==> src/rtl/uart_pkg.sv <==
// Shared constants for the UART byte receiver: FSM state encodings,
// frame bit count and the baud divider calculation.
package uart_pkg;

  typedef logic [2:0] state_t;

  localparam state_t ST_IDLE      = 3'd0;
  localparam state_t ST_START     = 3'd1;
  localparam state_t ST_DATA      = 3'd2;
  localparam state_t ST_PARITY    = 3'd3;
  localparam state_t ST_STOP      = 3'd4;
  localparam state_t ST_WAIT_HIGH = 3'd5;

  localparam int NUM_BITS = 8;

  // Clocks per oversample tick, truncating integer division.
  function automatic int calc_div(input int clk_hz, input int baud, input int oversample);
    return clk_hz / (baud * oversample);
  endfunction

endpackage

==> src/rtl/uart_baud_tick.sv <==
// Oversample tick generator: a down-counter that pulses tick for one clk
// every DIV clocks. restart reloads the counter so the first tick after a
// restart lands exactly DIV clocks later.
module uart_baud_tick #(
  parameter int DIV = 10
) (
  input  logic clk,
  input  logic reset,
  input  logic restart,
  output logic tick
);

  localparam int W = (DIV > 1) ? $clog2(DIV) : 1;
  localparam logic [W-1:0] RELOAD = W'(DIV - 1);

  logic [W-1:0] cnt;

  // Count down to terminal zero, then reload; restart forces a reload.
  always_ff @(posedge clk) begin
    if (!reset) begin
      cnt <= RELOAD;
    end else if (restart || (cnt == '0)) begin
      cnt <= RELOAD;
    end else begin
      cnt <= cnt - 1'b1;
    end
  end

  assign tick = (cnt == '0) && !restart;

endmodule

==> src/rtl/uart_rx_byte.sv <==
// UART byte receiver, 8 data bits LSB first, one stop bit.
// Optional even-parity bit is enabled with `define UART_PARITY_EN.
//
// state     | meaning
// ----------+-----------------------------------------------------------
// IDLE      | line idle, waiting for a synchronized falling edge
// START     | counting to start-bit midpoint; high there means glitch
// DATA      | sampling 8 data bits at bit midpoints, LSB first
// PARITY    | sampling even-parity bit (UART_PARITY_EN only)
// STOP      | sampling stop bit; high = byte out, low = framing error
// WAIT_HIGH | after framing error, hold until line returns high
module uart_rx_byte
  import uart_pkg::*;
#(
  parameter int CLK_HZ     = 50000000,
  parameter int BAUD       = 9600,
  parameter int OVERSAMPLE = 16
) (
  input  logic       clk,
  input  logic       reset,
  input  logic       rx,
  output logic [7:0] dout,
  output logic       posalji,
  output logic       busy,
  output logic       frame_err,
  output logic       par_err
);

  localparam int DIV = calc_div(CLK_HZ, BAUD, OVERSAMPLE);
  localparam int TW  = $clog2(OVERSAMPLE);
  localparam logic [TW-1:0] HALF_M1 = TW'(OVERSAMPLE / 2 - 1);
  localparam logic [TW-1:0] FULL_M1 = TW'(OVERSAMPLE - 1);
  localparam logic [2:0]    LAST_BIT = 3'(NUM_BITS - 1);

  logic          rx_meta;
  logic          rx_sync;
  logic          rx_prev;
  state_t        state;
  logic [TW-1:0] ticks_left;
  logic [2:0]    bit_cnt;
  logic [7:0]    shift;
  logic          restart;
  logic          tick;
`ifdef UART_PARITY_EN
  logic          par_bad;
`endif

  // Two-flop synchronizer plus one delayed copy for edge detection.
  always_ff @(posedge clk) begin
    if (!reset) begin
      rx_meta <= 1'b1;
      rx_sync <= 1'b1;
      rx_prev <= 1'b1;
    end else begin
      rx_meta <= rx;
      rx_sync <= rx_meta;
      rx_prev <= rx_sync;
    end
  end

  // A falling edge in IDLE starts a frame and realigns the tick phase.
  assign restart = (state == ST_IDLE) && rx_prev && !rx_sync;

  uart_baud_tick #(
    .DIV (DIV)
  ) u_tick (
    .clk     (clk),
    .reset   (reset),
    .restart (restart),
    .tick    (tick)
  );

  // Frame FSM; ticks_left counts down ticks to the next sample point.
  always_ff @(posedge clk) begin
    if (!reset) begin
      state      <= ST_IDLE;
      ticks_left <= '0;
      bit_cnt    <= '0;
      shift      <= '0;
      dout       <= '0;
      posalji    <= 1'b0;
      busy       <= 1'b0;
      frame_err  <= 1'b0;
`ifdef UART_PARITY_EN
      par_err    <= 1'b0;
      par_bad    <= 1'b0;
`endif
    end else begin
      posalji   <= 1'b0;
      frame_err <= 1'b0;
`ifdef UART_PARITY_EN
      par_err   <= 1'b0;
`endif
      case (state)
        ST_IDLE: begin
          if (restart) begin
            state      <= ST_START;
            busy       <= 1'b1;
            ticks_left <= HALF_M1;
            bit_cnt    <= '0;
          end
        end

        ST_START: begin
          if (tick) begin
            if (ticks_left != '0) begin
              ticks_left <= ticks_left - 1'b1;
            end else if (!rx_sync) begin
              state      <= ST_DATA;
              ticks_left <= FULL_M1;
            end else begin
              state <= ST_IDLE;
              busy  <= 1'b0;
            end
          end
        end

        ST_DATA: begin
          if (tick) begin
            if (ticks_left != '0) begin
              ticks_left <= ticks_left - 1'b1;
            end else begin
              shift      <= {rx_sync, shift[7:1]};
              ticks_left <= FULL_M1;
              bit_cnt    <= bit_cnt + 3'd1;
              if (bit_cnt == LAST_BIT) begin
`ifdef UART_PARITY_EN
                state <= ST_PARITY;
`else
                state <= ST_STOP;
`endif
              end
            end
          end
        end

`ifdef UART_PARITY_EN
        ST_PARITY: begin
          if (tick) begin
            if (ticks_left != '0) begin
              ticks_left <= ticks_left - 1'b1;
            end else begin
              // Even parity: data bits plus parity bit must XOR to zero.
              par_bad    <= (^shift) ^ rx_sync;
              ticks_left <= FULL_M1;
              state      <= ST_STOP;
            end
          end
        end
`endif

        ST_STOP: begin
          if (tick) begin
            if (ticks_left != '0) begin
              ticks_left <= ticks_left - 1'b1;
            end else if (rx_sync) begin
              // Back to IDLE at stop midpoint so the next start bit is seen.
              state <= ST_IDLE;
              busy  <= 1'b0;
`ifdef UART_PARITY_EN
              if (par_bad) begin
                par_err <= 1'b1;
              end else begin
                dout    <= shift;
                posalji <= 1'b1;
              end
`else
              dout    <= shift;
              posalji <= 1'b1;
`endif
            end else begin
              state     <= ST_WAIT_HIGH;
              busy      <= 1'b0;
              frame_err <= 1'b1;
            end
          end
        end

        ST_WAIT_HIGH: begin
          if (rx_sync) begin
            state <= ST_IDLE;
          end
        end

        default: begin
          state <= ST_IDLE;
          busy  <= 1'b0;
        end
      endcase
    end
  end

`ifndef UART_PARITY_EN
  assign par_err = 1'b0;
`endif

endmodule
==> config.mk <==
export PLATFORM = sky130hd
export DESIGN_NAME = uart_rx_byte
export DESIGN_NICKNAME = d
export VERILOG_FILES = /design/src/rtl/uart_pkg.sv /design/src/rtl/uart_baud_tick.sv /design/src/rtl/uart_rx_byte.sv
export SDC_FILE = /design/constraint.sdc
export NUM_CORES = 1
export LEC_CHECK = 0
export CAP_MARGIN = 20
export CORE_UTILIZATION = 25
export DETAILED_ROUTE_END_ITERATION = 6
export PLACE_DENSITY = 0.42
export RECOVER_POWER = 100
export SLEW_MARGIN = 20
export SYNTH_ARGS = -nofsm -noshare
export SYNTH_HDL_FRONTEND = slang
export SYNTH_SLANG_ARGS = --single-unit
==> constraint.sdc <==
create_clock -name clk -period 2.85 [get_ports clk]
set_clock_uncertainty 0.1 [all_clocks]
set_input_delay 0.57 -clock clk [delete_from_list [all_inputs] [get_ports clk]]
set_output_delay 0.57 -clock clk [all_outputs]
set_load 0.01 [all_outputs]
# Word level (Yosys, flattened, before mapping)
# Index checks and enable logic that the tools add are counted.
# word_totals
regBits,41
inputBits,3
out_inout_bits,12
elab_cells,91
# op_classes
n_addsub,3
n_eq_ne,17
mux,34
n_bitwise,5
reduce_logical,20
# op_table
operator,count
$mux W3,13
$mux W4,8
$ne A2 B2 Y1 const B,10
$pmux W4 S4,1
$pmux W3 S5,1
$reduce_and A7 Y1,2
$eq A3 B3 Y1 const B,3
$logic_not A9 Y1,1
$reduce_and A9 Y1,1
$sub A9 B1 Y9 const B,1
$mux W1,8
$reduce_and A4 Y1,2
$reduce_bool A4 Y1,2
$pmux W3 S2,1
$not A1 Y1,5
$pmux W1 S4,1
$reduce_or A2 Y1,2
$reduce_or A4 Y1,1
$sub A4 B1 Y4 const B,1
$add A3 B1 Y3 const B,1
$eq A3 B1 Y1 const B,1
$eq A3 B2 Y1 const B,1
$logic_and A1 B1 Y1,3
$logic_not A3 Y1,1
7 further kinds,8

# Depth between registers and ports, before layout
# Gate-level depths: netlist (run 1).
# depth
ltp_word,7
ltp_mapped,9
mapped_depth_nobuf,7

# Modules after synthesis
# From an unflattened synthesis (run 1), not the netlist that was laid out.
# hier_totals
cells_unflattened,228
area_unflattened_um2,2006.9
# modules_own_cells
mod,instances,cells_each,area_per_inst_um2,seq_area_each_um2
uart_rx_byte,1,180,1574.0,640.6
uart_baud_tick,1,48,432.9,180.2

# Worst setup path after synthesis (run 1)
# OpenSTA, ideal clock, no wires.
# synth_path
kind,flip-flop to flip-flop
start,register ticks_left[0]
end,register dout[0]
setup_ps,128
arrival_time_ps,2046
required_ps,2622
setup_slack_ps,576
stages_incl_launch_ff,10
n_path_buf,2
synth_period_minus_slack_ps,2274
cell_sequence,dfxtp_1 -> inv_1 -> ha_1 -> or3b_2 -> clkbuf_1 -> nor4_1 -> and3_1 -> buf_6 -> mux2i_1 -> nor2_1
# synth_between
elab_chain_cells,3
# synth_rtl
item,line,rtl
from (decl),uart_rx_byte.sv:39,logic [TW-1:0] ticks_left;
from (signal assigned),uart_rx_byte.sv:107,ticks_left <= ticks_left - 1'b1;
from (signal assigned),uart_rx_byte.sv:121,ticks_left <= ticks_left - 1'b1;
from (signal assigned),uart_rx_byte.sv:155,ticks_left <= ticks_left - 1'b1;
$reduce_bool A4 Y1,uart_rx_byte.sv:154,if (ticks_left != '0) begin
$not A1 Y1 (no source line),n/a,
$reduce_and A4 Y1 (no source line),n/a,
to (signal assigned),uart_rx_byte.sv:168,dout <= shift;
to (decl),uart_rx_byte.sv:22,"output logic [7:0] dout,"
# Every way passes these cells.
# A chain may end at the register's enable or synchronous reset.

# Worst setup path after layout (run 1)
# layout_path
start,register u_tick.cnt[0]
end,register ticks_left[3]
# layout_between
elab_chain_cells,4
word_cells_on_any_way,6
classes_between,eq/ne: 3; reduce/logical: 3
# layout_rtl
item,line,rtl
from (decl),uart_baud_tick.sv:16,logic [W-1:0] cnt;
from (signal assigned),uart_baud_tick.sv:25,cnt <= cnt - 1'b1;
$logic_not A9 Y1 (*),uart_baud_tick.sv:29,assign tick = (cnt == '0) && !restart;
$logic_and A1 B1 Y1 (*),uart_baud_tick.sv:29,
$ne A2 B2 Y1 (no source line),n/a,
$reduce_and A7 Y1 (no source line) (*),n/a,
# Every way passes the cells marked *; elsewhere a longest branch is shown, timed or not.

==> impl_metrics.csv, run 1 <==
group,metric,value,unit
clock_network,tritoncts,"yes",
drt,drt_iter0_drc,64,
placement,globalplace.congestion,0.726,
final_layout,drive_above_1_share,0.0737,
setup_path,crit_fanout,5,
clock_network,cts_hold_buf,0,
synth,ys_warn_count,0,
setup_path,startpoint_type,"flip-flop",
timing,tightest_slew,0.535,ns
synth,synth-adder-area-share,0.0343,
timing,max_freq,0.383,GHz
floorplanning,core-area,6910,µm²
timing,min_period,2.61,ns
final_layout,seqCellArea,821,µm²
drt,dr_total_vias,1392,
drt,drtAntennaViolNets,0,
synth,yosysUniqueCellTypes,40,
placement,place_ws,0.350,ns
final_layout,fin_nets,224,
drt,first_pass_iters,4,
drt,top_layer_used,"met4",
timing,fin_tns_setup,0,ns
timing,fin_crit_sh,0.916,
drt,wl_met1,2.00,mm
power,p_int,0.901,mW
timing,relSlewSlack,0.641,
setup_path,worstSetupEndpointType,"flip-flop",
grt,antenna_found_initial,0,
placement,postPlaceCellArea,2070,µm²
clock_network,clk_latency,0.29,ns
power,ir_drop,0.217,mV
synth,synth-simple-area-share,0.225,
setup_path,crit_type,"reg2reg",
grt,grt-ovfl-total,0,
drt,vias_per_cell,4.45,
final_layout,insertedDiodeCount,0,
grt,grtUsageTotal,0.110,
clock_network,numCtsBuffers,5,
floorplanning,die_h,87.4,µm
drt,met3WireLength,122,µm
clock_network,max-clock-path-buffers,2,
floorplanning,die_area,7640,µm²
placement,dpl.hpwl,2.61,mm
run_status,status,"completed",
drt,wl_per_cell,11.9,µm
synth,synth-main-ff-cell,"dfxtp_1",
power,power_density,553,nW/µm²
timing,setup_viol,0,
synth,netlist_area,1820,µm²
final_layout,fillerInstances,764,
synth,synthXorXnorAreaFrac,0.0192,
synth,yosysSeqAreaShare,0.450,
grt,grt_start_max_net_pins,16,
drt,drt_wl_total,3.73,mm
final_layout,post-route-util,0.311,
timing,maxSlewViolCount,0,
floorplanning,start_util,0.264,
clock_network,cts_sinks,41,
timing,hold_viol_final,0,
drt,wl_met2,1.57,mm
power,swShare,0.242,
grt,grt_pass1_vias,1368,
power,seqPwrFrac,0.515,
setup_path,critPathRequiredTime,2.94,ns
clock_network,post_cts_buffers,0,
floorplanning,row_count,30,
synth,syn_inst,201,
clock_network,cts.repair.resized,0,
final_layout,design_area,2150,µm²
timing,rsz0062_at_grt,"false",
power,p_leak,0.787,nW
setup_path,arrival,2.70,ns
final_layout,multiInputGateArea,902,µm²
synth,syn_area_per_cell,9.07,µm²
min_path,hold_class,"reg2reg",
clock_network,ctsRootBufferMaster,"clkbuf_8",
clock_network,htreeDepth,2,
flow_run,drv_cap,0,
drt,drc,0,
power,power,1.19,mW
synth,synth-seq-cells,41,
synth,async_reset_ff_frac,0,
timing,setup_ws,0.238,ns
synth,synth_edf_count,0,
grt,grt_pass1_wl,6.52,mm
power,p_switching,0.287,mW
power,power_frac_comb,0.087,
floorplanning,die_x,87.4,µm
synth,syn_nets,209,
clock_network,clkTransAtPathRegs,0.08,ns
synth,synth.area.mux_share,0.110,
placement,io_buffers,13,
floorplanning,io_pins,15,
synth,synth_top_family_by_area,"simple AND/OR/NAND/NOR gates",
final_layout,area_growth,17.9,%
power,power.share.clock,0.398,
synth,synth-compound-area-share,0.113,
## power groups by stage
stage                     Combinational [mW]  Clock (mW)  Sequential, mW
after detailed placement               0.110           0           0.626
after global placement                 0.110           0           0.626
final                                  0.103       0.473           0.612
after CTS                              0.111       0.491           0.612
after floorplan                       0.0865           0           0.620
after global routing                   0.120       0.516           0.616
## synth_stat cells, types with 2 or more instances
cell | instances | area, µm²
a21oi_1 | 10 | 50.1
dfxtp_1 | 41 | 821
ha_1 | 5 | 62.6
nand2_1 | 11 | 41.3
or3b_2 | 2 | 17.5
nand3_1 | 5 | 25.0
mux2i_1 | 20 | 200
or3_1 | 2 | 12.5
inv_1 | 6 | 22.5
o21ai_0 | 4 | 20.0
nor3_1 | 9 | 45.0
a211oi_1 | 4 | 30.0
clkbuf_1 | 8 | 30.0
buf_2 | 2 | 10.0
nor4_1 | 4 | 25.0
and3_1 | 5 | 31.3
o22ai_1 | 2 | 12.5
nand2b_1 | 6 | 37.5
a22o_1 | 2 | 17.5
nor2_1 | 30 | 113
xnor2_1 | 4 | 35.0
## flip-flops by register name, summed over array words and instances, names as in the netlist
signal	count
rx_sync	1
bit_cnt	3
rx_prev	1
dout	8
frame_err	1
ticks_left	4
busy	1
shift	8
rx_meta	1
state	3
posalji	1
u_tick.cnt	9
## per-stage QoR
| stage | hold slack, ns | std cells |
|---|---|---|
| detailed placement | 0.296 | 305 |
| global placement | 0.292 | 305 |
| global route | 0.345 | 313 |
| finish | 0.312 | 313 |
| floorplan | 0.286 | 201 |
| CTS | 0.317 | 313 |
## layout make-up
cell class / instances / area share
Multi-Input combinational cell: 141 / 0.420
Sequential cell: 41 / 0.382
Timing Repair Buffer: 20 / 0.0786
Tap cell: 96 / 0.0559
Clock buffer: 6 / 0.0338
Clock inverter: 2 / 0.0180
Inverter: 7 / 0.0122
## logic make-up (layout without fill, tap and decap cells)
group,Yosys count,in the layout
AND/OR/NAND/NOR,81,81
adder cells (fa/ha/maj),5,5
XOR/XNOR,4,4
flip-flops,41,41
multiplexers,20,20
other,1,1
buffers and inverters,19,35
AO/OA/AOI/OAI,30,30
## layer usage
metal | track usage | up-vias
met5 | 0 | -
met4 | 0.0358 | 0
met3 | 0.0284 | 2
met2 | 0.171 | 23
met1 | 0.149 | 632
li1 | - | 735
## cells in the final DEF (no fill, tap or decap), types with 2 or more instances in the layout
cell           instances
or3_1                  2
nand2_1               11
o21ai_0                4
xnor2_1                4
mux2i_1               20
or3b_2                 2
a21oi_1               10
inv_1                  6
o22ai_1                2
clkbuf_1               4
a211oi_1               4
ha_1                   5
nand2b_1               6
nor2_1                30
dfxtp_1               41
nand3_1                5
dlygate4sd3_1         12
buf_4                  3
nor3_1                10
nor4_1                 4
clkbuf_8               5
and3_1                 5
a22o_1                 2
## final timing paths
kind | startpoint | to | slack, ns | cells after the start
worst min register to register | rx_meta | rx_sync | 0.31 | 1
worst max-delay path | u_tick.cnt[0] | ticks_left[3] | 0.24 | 8
worst max register to register | u_tick.cnt[0] | ticks_left[3] | 0.24 | 8
worst min-delay path | rx_meta | rx_sync | 0.31 | 1
## worst max-delay path: stages (launching register included)
cell and delay (ns):
dfxtp_1 0.33, inv_1 0.07, ha_1 0.20, or4b_1 0.50
clkbuf_1 0.18, nor3_1 0.25, a21boi_0 0.23, or2_4 0.32
a2111oi_2 0.35
Note: power is estimated with default switching activity, not from simulation.
==> inputs of run 2 (changes only) <==
Clock period 2.85 ns to 2.6 ns, I/O delays scaled along.
==> run 2 against run 1 <==
Final area up 1.1%. Critical path depth unchanged. Worst setup slack worse by 0.017 ns.
==> impl_metrics.csv, run 2 (synthesized netlist as in run 1, its figures left out) <==
group,metric,value,unit
setup_path,critPathRequiredTime,2.70,ns
power,power_density,564,nW/µm²
clock_network,cts_hold_buf,0,
drt,drc,0,
power,power,1.23,mW
timing,max_freq,0.420,GHz
setup_path,worstSetupEndpointType,"flip-flop",
timing,rsz0062_at_grt,"false",
setup_path,crit_type,"reg2reg",
floorplanning,io_pins,15,
timing,min_period,2.38,ns
clock_network,post_cts_buffers,0,
run_status,status,"completed",
drt,vias_per_cell,4.43,
clock_network,ctsRootBufferMaster,"clkbuf_8",
timing,tightest_slew,0.571,ns
setup_path,crit_fanout,5,
clock_network,cts.repair.resized,0,
final_layout,top_register,"u_tick.cnt",
final_layout,fin_cells,315,
clock_network,tritoncts,"yes",
final_layout,drive_above_1_share,0.0959,
placement,io_buffers,13,
min_path,hold_class,"reg2reg",
drt,drt_iter0_drc,46,
grt,grt_start_max_net_pins,27,
setup_path,arrival,2.48,ns
clock_network,numCtsBuffers,5,
floorplanning,die_h,87.4,µm
grt,grt_pass1_wl,6.43,mm
final_layout,insertedDiodeCount,0,
timing,fin_tns_setup,0,ns
clock_network,htreeDepth,2,
clock_network,max-clock-path-buffers,2,
floorplanning,core-area,6910,µm²
clock_network,clkTransAtPathRegs,0.08,ns
final_layout,largest_reg_flops,9,
drt,wl_per_cell,12.0,µm
floorplanning,start_util,0.264,
placement,dpl.hpwl,2.62,mm
grt,grt-ovfl-total,0,
grt,antenna_found_initial,0,
placement,globalplace.congestion,0.774,
timing,maxSlewViolCount,0,
floorplanning,row_count,30,
floorplanning,die_area,7640,µm²
placement,dp.cells,307,
flow_run,drv_cap,0,
drt,drtAntennaViolNets,0,
final_layout,layout_common_cells,"41 x dfxtp_1, 30 x nor2_1, 20 x mux2i_1",
timing,fin_crit_sh,0.915,
power,ir_drop,0.235,mV
final_layout,fin_nets,226,
floorplanning,die_x,87.4,µm
final_layout,area_growth,19.2,%
final_layout,reg.largest.list,"u_tick.cnt (9), dout (8), shift (8)",
clock_network,clk_latency,0.29,ns
final_layout,final_common_cell,"dfxtp_1",
grt,grtUsageTotal,0.110,
power,p_leak,0.808,nW
timing,relSlewSlack,0.617,
timing,setup_viol,0,
setup_path,startpoint_type,"flip-flop",
grt,grt_pass1_vias,1324,
clock_network,cts_sinks,41,
drt,dr_total_vias,1397,
drt,drt_wl_total,3.79,mm
timing,hold_viol_final,0,
drt,first_pass_iters,4,
-- run 2: worst max-delay path, stage by stage, from the launching register on --
cell and delay, ns:
dfxtp_1 0.33, inv_1 0.08, ha_1 0.19, or4b_1 0.49, buf_4 0.18, nor3_4 0.17
a21boi_1 0.13, or2_4 0.29, a2111oi_2 0.33
-- run 2: worst paths after layout --
| kind | start | endpoint | slack [ns] | cells past startpoint |
|---|---|---|---|---|
| worst max register to register | u_tick.cnt[0] | ticks_left[3] | 0.22 | 8 |
| worst min register to register | rx_meta | rx_sync | 0.32 | 1 |
| worst max-delay path | u_tick.cnt[0] | ticks_left[3] | 0.22 | 8 |
| worst min-delay path | rx_meta | rx_sync | 0.32 | 1 |
-- run 2: per-layer routing --
layer	GRT usage	wire, µm	vias to the layer above
met3	0.0313	108	5
met2	0.162	1600	27
li1	-	-	733
met1	0.151	2030	632
met4	0.0447	53	0
met5	0	0	-
-- run 2: area by class of cell --
class | count | area, µm²
clock buffers | 5 | 68.8
clock inverters | 3 | 21.3
inverters | 7 | 26.3
well taps | 96 | 120
fillers | 772 | 4730
flip-flops and latches | 41 | 821
repair buffers | 22 | 203
multi-input cells | 141 | 913
-- run 2: power breakdown --
part	total, mW	switching (mW)	internal, mW
registers	0.671	0.0208	0.650
logic	0.123	0.0680	0.0547
clock network	0.432	0.242	0.191
-- run 2: metrics by stage --
stage,setup WS (ns),area (µm²),hold WS (ns),utilization
finish,0.222,2170,0.323,0.315
floorplan,0.326,1820,0.286,-
CTS,0.216,2180,0.327,0.316
detailed placement,0.238,2090,0.307,0.303
global placement,0.212,2090,0.296,0.303
global route,0.0489,2170,0.363,0.315
